===== src/rtl/mem_arb_pkg.sv =====
// Shared types and default widths for the fetch/data memory port arbiter.
// Latency: n/a (types and constants only).
// Backpressure: n/a.
package mem_arb_pkg;

  typedef enum logic {
    OWN_I = 1'b0,
    OWN_D = 1'b1
  } owner_e;

  typedef enum logic [1:0] {
    IDLE = 2'd0,
    REQ  = 2'd1,
    RESP = 2'd2
  } state_e;

  localparam int ADDR_W_DEF     = 32;
  localparam int DATA_W_DEF     = 32;
  localparam int STREAK_MAX_DEF = 4;

endpackage


===== src/rtl/arb_pick.sv =====
// Winner selection between fetch and data requests: data first, fetch once a streak is used up.
// Latency: purely combinational.
// Backpressure: none; the caller decides when a pick is actually taken.
module arb_pick #(
  parameter int STREAK_MAX = 4,
  parameter int STREAK_W   = $clog2(STREAK_MAX + 1)
) (
  input  logic                i_f_req,
  input  logic                i_d_req,
  input  logic [STREAK_W-1:0] i_streak,
  output logic                o_pick_f,
  output logic                o_pick_d
);

  logic w_fetch_due;

  // A waiting fetch overrides data only after it has sat through a full streak of data grants.
  always_comb begin
    w_fetch_due = i_f_req && (i_streak >= STREAK_W'(STREAK_MAX));
    o_pick_d    = i_d_req && !w_fetch_due;
    o_pick_f    = i_f_req && !o_pick_d;
  end

endmodule


===== src/rtl/mem_port_arbiter.sv =====
// Shares one memory port between fetch and data requesters, one outstanding access at a time.
// Latency: gnt in cycle 0, m_req from cycle 1, rvalid in the m_rvalid cycle (3 cycles minimum).
// Backpressure: requesters hold req until gnt; m_req is held stable until m_gnt; no timeout.
module mem_port_arbiter
  import mem_arb_pkg::*;
#(
  parameter int ADDR_W     = ADDR_W_DEF,
  parameter int DATA_W     = DATA_W_DEF,
  parameter int STREAK_MAX = STREAK_MAX_DEF
) (
  input  logic                clk,
  input  logic                reset,
  // instruction fetch requester
  input  logic                i_req,
  input  logic [ADDR_W-1:0]   i_addr,
  output logic                i_gnt,
  output logic                i_rvalid,
  output logic [DATA_W-1:0]   i_rdata,
  // data requester
  input  logic                d_req,
  input  logic                d_we,
  input  logic [ADDR_W-1:0]   d_addr,
  input  logic [DATA_W-1:0]   d_wdata,
  input  logic [DATA_W/8-1:0] d_be,
  output logic                d_gnt,
  output logic                d_rvalid,
  output logic [DATA_W-1:0]   d_rdata,
  // shared memory port
  output logic                m_req,
  output logic                m_we,
  output logic [ADDR_W-1:0]   m_addr,
  output logic [DATA_W-1:0]   m_wdata,
  output logic [DATA_W/8-1:0] m_be,
  input  logic                m_gnt,
  input  logic                m_rvalid,
  input  logic [DATA_W-1:0]   m_rdata
);

  localparam int BE_W     = DATA_W / 8;
  localparam int STREAK_W = $clog2(STREAK_MAX + 1);

  state_e              r_state;
  owner_e              r_owner;
  logic                r_we;
  logic [ADDR_W-1:0]   r_addr;
  logic [DATA_W-1:0]   r_wdata;
  logic [BE_W-1:0]     r_be;
  logic [STREAK_W-1:0] r_streak;

  logic w_pick_i;
  logic w_pick_d;
  logic w_idle;
  logic w_resp_done;

  arb_pick #(
    .STREAK_MAX (STREAK_MAX),
    .STREAK_W   (STREAK_W)
  ) u_pick (
    .i_f_req  (i_req),
    .i_d_req  (d_req),
    .i_streak (r_streak),
    .o_pick_f (w_pick_i),
    .o_pick_d (w_pick_d)
  );

  // Grants and response routing; both are suppressed while reset is held so a
  // dropped access can never leak an rvalid and no grant is given that would be lost.
  always_comb begin
    w_idle      = (r_state == IDLE) && !reset;
    w_resp_done = (r_state == RESP) && m_rvalid && !reset;
    i_gnt       = w_idle && w_pick_i;
    d_gnt       = w_idle && w_pick_d;
    i_rvalid    = w_resp_done && (r_owner == OWN_I);
    d_rvalid    = w_resp_done && (r_owner == OWN_D);
    i_rdata     = i_rvalid ? m_rdata : '0;
    d_rdata     = d_rvalid ? m_rdata : '0;
    m_req       = (r_state == REQ);
    m_we        = r_we;
    m_addr      = r_addr;
    m_wdata     = r_wdata;
    m_be        = r_be;
  end

  // Transaction FSM: capture the winner in IDLE, present it in REQ, wait for its response in RESP.
  always_ff @(posedge clk) begin
    if (reset) begin
      r_state  <= IDLE;
      r_owner  <= OWN_I;
      r_we     <= 1'b0;
      r_addr   <= '0;
      r_wdata  <= '0;
      r_be     <= '0;
      r_streak <= '0;
    end else begin
      case (r_state)
        IDLE: begin
          // The streak only counts data grants that a waiting fetch had to sit through.
          if (!i_req || w_pick_i) begin
            r_streak <= '0;
          end else if (w_pick_d && (r_streak < STREAK_W'(STREAK_MAX))) begin
            r_streak <= r_streak + STREAK_W'(1);
          end
          if (w_pick_d) begin
            r_owner <= OWN_D;
            r_we    <= d_we;
            r_addr  <= d_addr;
            r_wdata <= d_wdata;
            r_be    <= d_be;
            r_state <= REQ;
          end else if (w_pick_i) begin
            r_owner <= OWN_I;
            r_we    <= 1'b0;
            r_addr  <= i_addr;
            r_wdata <= '0;
            r_be    <= '1;
            r_state <= REQ;
          end
        end
        REQ: begin
          if (m_gnt) begin
            r_state <= RESP;
          end
        end
        RESP: begin
          if (m_rvalid) begin
            r_state <= IDLE;
          end
        end
        default: r_state <= IDLE;
      endcase
    end
  end

endmodule


===== config.mk =====
export PLATFORM = sky130hd
export DESIGN_NAME = mem_port_arbiter
export DESIGN_NICKNAME = d
export VERILOG_FILES = /design/src/rtl/mem_arb_pkg.sv /design/src/rtl/arb_pick.sv /design/src/rtl/mem_port_arbiter.sv
export SDC_FILE = /design/constraint.sdc
export NUM_CORES = 1
export LEC_CHECK = 0
export ABC_AREA = 1
export BUFFER_PORTS_ARGS = -buffer_cell sky130_fd_sc_hd__buf_2
export CORE_AREA = 5 5 104 106
export CTS_BUF_LIST = sky130_fd_sc_hd__clkbuf_16
export DETAILED_ROUTE_END_ITERATION = 6
export DIE_AREA = 0 0 109 111
export PLACE_DENSITY = 0.8
export SLEW_MARGIN = 30
export SYNTH_ARGS = -nofsm -noshare
export SYNTH_HDL_FRONTEND = slang
export SYNTH_SLANG_ARGS = --single-unit

===== constraint.sdc =====
create_clock -name clk -period 2.2 [get_ports clk]
set_input_delay 0.33 -clock clk [delete_from_list [all_inputs] [get_ports clk]]
set_output_delay 0.33 -clock clk [all_outputs]
set_load 0.1 [all_outputs]

* After elaboration in Yosys (flattened, before gate mapping)
Index checks and enable logic that the tools add are counted.
Operators by class: bitwise gates (word level) 1, equality and inequality tests 5, reduce and logical (&&, ||, !) cells 22, mux-type cells 18, order comparisons 2, add/sub/neg operators 1
Operators by type and width (count):
- $mux W32 | 6
- $logic_and A1 B1 Y1 | 11
- $mux W2 | 4
- $mux W4 | 2
- $mux W3 | 2
- $pmux W2 S3 | 1
- $logic_not A1 Y1 | 4
- $reduce_and A2 Y1 | 2
- $reduce_bool A2 Y1 | 2
- $add A3 B1 Y3 const B | 1
- $ge A3 B3 Y1 const B | 1
- $lt A3 B3 Y1 const B | 1
- $mux W1 | 3
- $ne A3 B3 Y1 const B | 1
- $reduce_and A3 Y1 | 1
- $eq A2 B1 Y1 const B | 1
- $eq A2 B2 Y1 const B | 1
- $logic_not A2 Y1 | 1
- $ne A2 B1 Y1 const B | 1
- $ne A2 B2 Y1 const B | 1
- $logic_or A1 B1 Y1 | 1
- $not A1 Y1 | 1
Word-level totals: output and inout port bits 138, bits of input ports 139, flip-flop bits (word level) 75

* Longest topological paths before layout
word-level depth 9, depth in mapped cells 8

* Modules after synthesis
A second synthesis with hierarchy kept.
Unflattened totals: cell total of the unflattened synthesis 631, area, all modules 3834.9 sq um
Modules (own cells, without submodules):
- mem_port_arbiter | cells each 627, times used 1, sequential area each 1501.4 sq um, area each 3807.4 sq um
- arb_pick | cells each 4, times used 1, sequential area each 0.0 sq um, area each 27.5 sq um

* Worst setup path after synthesis
OpenSTA, ideal clock, no wires.
path kind flip-flop to output port, from register r_state[1], to output d_rdata[10], arrival time 3.032 ns, buffers on the path 1, stages on the path, launching flop included 8, slack -1.162 ns, required time 1.870 ns, cell sequence dfxtp_1 -> inv_2 -> nor2_1 -> nand3_1 -> nor2_2 -> inv_2 -> buf_2 -> nor2_1
Between the ends: longest elaborated chain between the ends 5
RTL lines:
- from (decl) | line mem_port_arbiter.sv:42 | state_e r_state;
- from (signal assigned) | line mem_port_arbiter.sv:87 | r_state <= IDLE;
- from (signal assigned) | line mem_port_arbiter.sv:109 | r_state <= REQ;
- from (signal assigned) | line mem_port_arbiter.sv:116 | r_state <= REQ;
- $eq A2 B2 Y1 | line mem_port_arbiter.sv:70 | w_resp_done = (r_state == RESP) && m_rvalid && !reset;
- $logic_and A1 B1 Y1 (2 in a row) | line mem_port_arbiter.sv:70
- $logic_and A1 B1 Y1 | line mem_port_arbiter.sv:74 | d_rvalid = w_resp_done && (r_owner == OWN_D);
- net d_rvalid | line mem_port_arbiter.sv:26 | output logic d_rvalid,
- $mux W32 | line mem_port_arbiter.sv:76 | d_rdata = d_rvalid ? m_rdata : '0;
- to (decl) | line mem_port_arbiter.sv:27 | output logic [DATA_W-1:0] d_rdata,
The timed path passes the listed nets, and every way through them passes these cells.

* Final worst setup path
from register r_state[1], to output d_rdata[21]
Between the ends: longest elaborated chain between the ends 5
RTL lines (line):
- $eq A2 B2 Y1 | mem_port_arbiter.sv:70
- $logic_and A1 B1 Y1 (2 in a row) | mem_port_arbiter.sv:70
- $logic_and A1 B1 Y1 | mem_port_arbiter.sv:74
- $mux W32 | mem_port_arbiter.sv:76
Every way passes these cells.

==> impl_results.md <==
- Status: finished clean
- Initial core utilization: 0.417
- Routed Antenna Nets: 0
- #FFs+latches synth: 75
- Synth Area in XOR/XNOR: 0
- Placer congestion estimate: 0.803
- Top cells by count, synth: 204 x nand2_1, 176 x nor2_1, 105 x inv_1
- Core area: 9680 um2
- DIE HEIGHT: 111 um
- CP endpoint kind: output pin
- Slowest-stage cell, CP: dfxtp_2
- Internal: 0.00262 W
- Total gr overflow: 0
- Placed Instances: 1071
- CP Launch Type: flip-flop
- CTS buffer count: 9
- Power density cells: 634 nW/um2
- TritonCTS Sinks: 75
- Inserted Diodes: 0
- Ratio of cells with drive above 1 in the final layout: 0.399
- Synth top area share: 0.371
- CP max stage delay: 0.35 ns
- Post-Syn Area: 4040 um2
- Compound-Gate Fraction of Synth Area: 0.0585
- Switching power total: 0.00200 W
- R2r setup slk: 0.55 ns
- Average cell area after synthesis: 5.83 um2
- H-tree depth: 3
- Vias per std cell: 4.55
- Most common flop cell mapped by yosys: dfxtp_1
- Sw Share: 0.434
- Leak Pwr: 3.73 nW
- Syn Inst Count: 693
- Synth-to-layout area growth: 80.2%
- Hold Slack: 0.226 ns
- Top-count cell post-synth: nand2_1
- CP required: 1.87 ns
- Die area: 12100 um2
- Worst Max-Slew Pin Slew: 0.521 ns
- Vias in the first global route: 4551
- Count of final hold-check violations: 0
- Final Non-Filler Cells: 1087
- Gate power share: 0.377
- Final Setup Violations: 0
- Num ports: 277
- Mapped Nets: 833
- Worst Clk Skew: 0.00523 ns
- Post-synth EDFFs: 0
- R2R depth: 6
- Synth warn: 0
- 1st-iter DRT viols: 225
- WHS Path Cells: 3
- DR WL/cell: 13.6 um
- Die W: 109 um
- Routed via count: 4946
- Relative slew slack: 0.655
- Port Buffers: 276
- CP most frequent cell: nor2_4
- CP Max Fanout: 12
- Total of max-cap violations: 0
- CTS tree: built
- Rows: 36
- Area contributors post-synth: dfxtp_1 37%, nand2_1 19%, nor2_1 16%
- Clock Power Share: 0.291
- Async S/R FF share, synth: 0
- Routed WL: 14800 um
- Residual DRC: 0
- Slew Limit Fails: 0
- FF-to-FF Start: r_state[0]
- Hold_sp: d_be[1]
- Register area share after synthesis: 0.371
- Pin count of the biggest net entering global routing: 52
- Tcrit/Tclk final: 0.966
- NumNets Final: 1089
- Distinct cells, synth: 18
- Crit path DAT: 1.79 ns
- TritonRoute pass-1 iters: 4
- DP HPWL: 12000 um
- Clk root buf: clkbuf_16
- Worst-Skew Late Latency: 0.32 ns
- # fillers: 704
- Cts-stage hold buffer count: 0
- Leading area contributor after synthesis: dfxtp_1
- CP Cell Sequence: inv_2 -> nor2_2 -> nand3_2 -> nor2_4 -> inv_8 -> buf_4 -> nor2_4 -> buf_12
- Multiplexer share of the synthesized area: 0
- Post-CTS setup buffer count: 0
- Kind of critical path: flip-flop to output pin
- Part of the power in registers: 0.332
- Unrepaired setup endpoints after global routing: true
- Worst min path class: primary input to flip-flop
- Min Clock Period, post-route: 2.12 ns
- FMAX: 471 MHz
- Final TNS setup: 0 ns
- Worst-path clk slew: 0.06 ns
- All-Layer GR Usage: 0.239
- First-pass GRT wire length: 23000 um
- Simple logic cell fraction of the synthesized area: 0.407
- Antenna violations before repair: 0
- Pwr Total: 0.00462 W
- Largest family of logic cells by synthesized area: simple AND/OR/NAND/NOR gates
- Reg2reg end: m_be[2]
- Synthesized-area fraction occupied by adder cells: 0.00310
- Hold endpoint: m_be[1]
- Clk buf depth: 2
- Max IR drop VDD: 0.555 mV
## final cells by class
cell class / instances / area [um2] / area share
multi-input combinational: 467 / 2400 / 0.330
timing repair buffer: 288 / 2510 / 0.345
sequential: 75 / 1500 / 0.206
inverter: 108 / 420 / 0.0577
clock inverter: 7 / 50.0 / 0.00687
clock buffer: 9 / 225 / 0.0309
tap: 133 / 166 / 0.0228
## repair_timing
action	4_1_cts	5_1_grt
endpoints found under the setup margin	35	40
gates resized for setup	2	3
pin swaps	0	2
## cell usage in the layout (no fill, tap or decap), drive strengths merged
cell type,instances
nand2,206
clkbuf,9
nor2,179
nand4,2
inv,111
dfxtp,75
clkinvlp,1
nand3,34
o21ai,6
clkinv,3
a21oi,39
buf,288
ha,1
## per-layer routing
metal	track usage	vias up	share of wire
met5	0	-	0
met3	0.0763	30	0.099
met4	0.0833	0	0.028
li1	-	2539	-
met1	0.252	2162	0.36
met2	0.437	215	0.52
## kinds of logic (layout without fill, tap and decap cells)
kind of cell,after synthesis,count (layout)
AOI/OAI and AO/OA,45,45
adders and majority gates,1,1
buffers and inverters,151,412
DFF,75,75
and+or+nand+nor,421,421
## power groups by stage
stage                     logic [W]  clock network, W  registers (W)
after CTS                   0.00175           0.00137        0.00154
after floorplan            0.000574                 0        0.00236
after global routing        0.00186           0.00142        0.00155
after detailed placement    0.00175                 0        0.00156
final                       0.00174           0.00134        0.00154
after global placement      0.00174                 0        0.00156
## how the worst max path moves through the flow
| stage | start | endpoint | slack [ns] | cells after the start |
|---|---|---|---|---|
| floorplan | r_state[1] | i_rdata[10] | -0.16 | 7 |
| global placement | reset | i_rdata[10] | 0.28 | 7 |
| detailed placement | reset | i_rdata[11] | 0.25 | 7 |
| CTS | r_state[1] | d_rdata[21] | 0.01 | 8 |
| global route | r_state[1] | d_rdata[11] | -0.003 | 8 |
| finish | r_state[1] | d_rdata[21] | 0.08 | 8 |
## sequential cells by signal (all words and copies together) (netlist names)
| signal | cells |
|---|---|
| m_be | 4 |
| r_owner | 1 |
| r_streak | 3 |
| m_addr | 32 |
| r_state | 2 |
| m_wdata | 32 |
| m_we | 1 |
## critical path, delay by kind of cell, from the launching register on
kind                   cells  cell delay (ns)
and+or+nand+nor            4             0.56
buffers and inverters      4             0.55
DFF                        1             0.35
## through the flow
stage / utilization / cell area (um2) / worst slack [ns]
floorplan: - / 4630 / -0.162
global placement: 0.723 / 7000 / 0.280
detailed placement: 0.723 / 7000 / 0.253
CTS: 0.752 / 7280 / 0.0142
global route: 0.752 / 7280 / -0.00304
finish: 0.752 / 7280 / 0.0755
No activity file was read; power rests on OpenSTA's default activity.
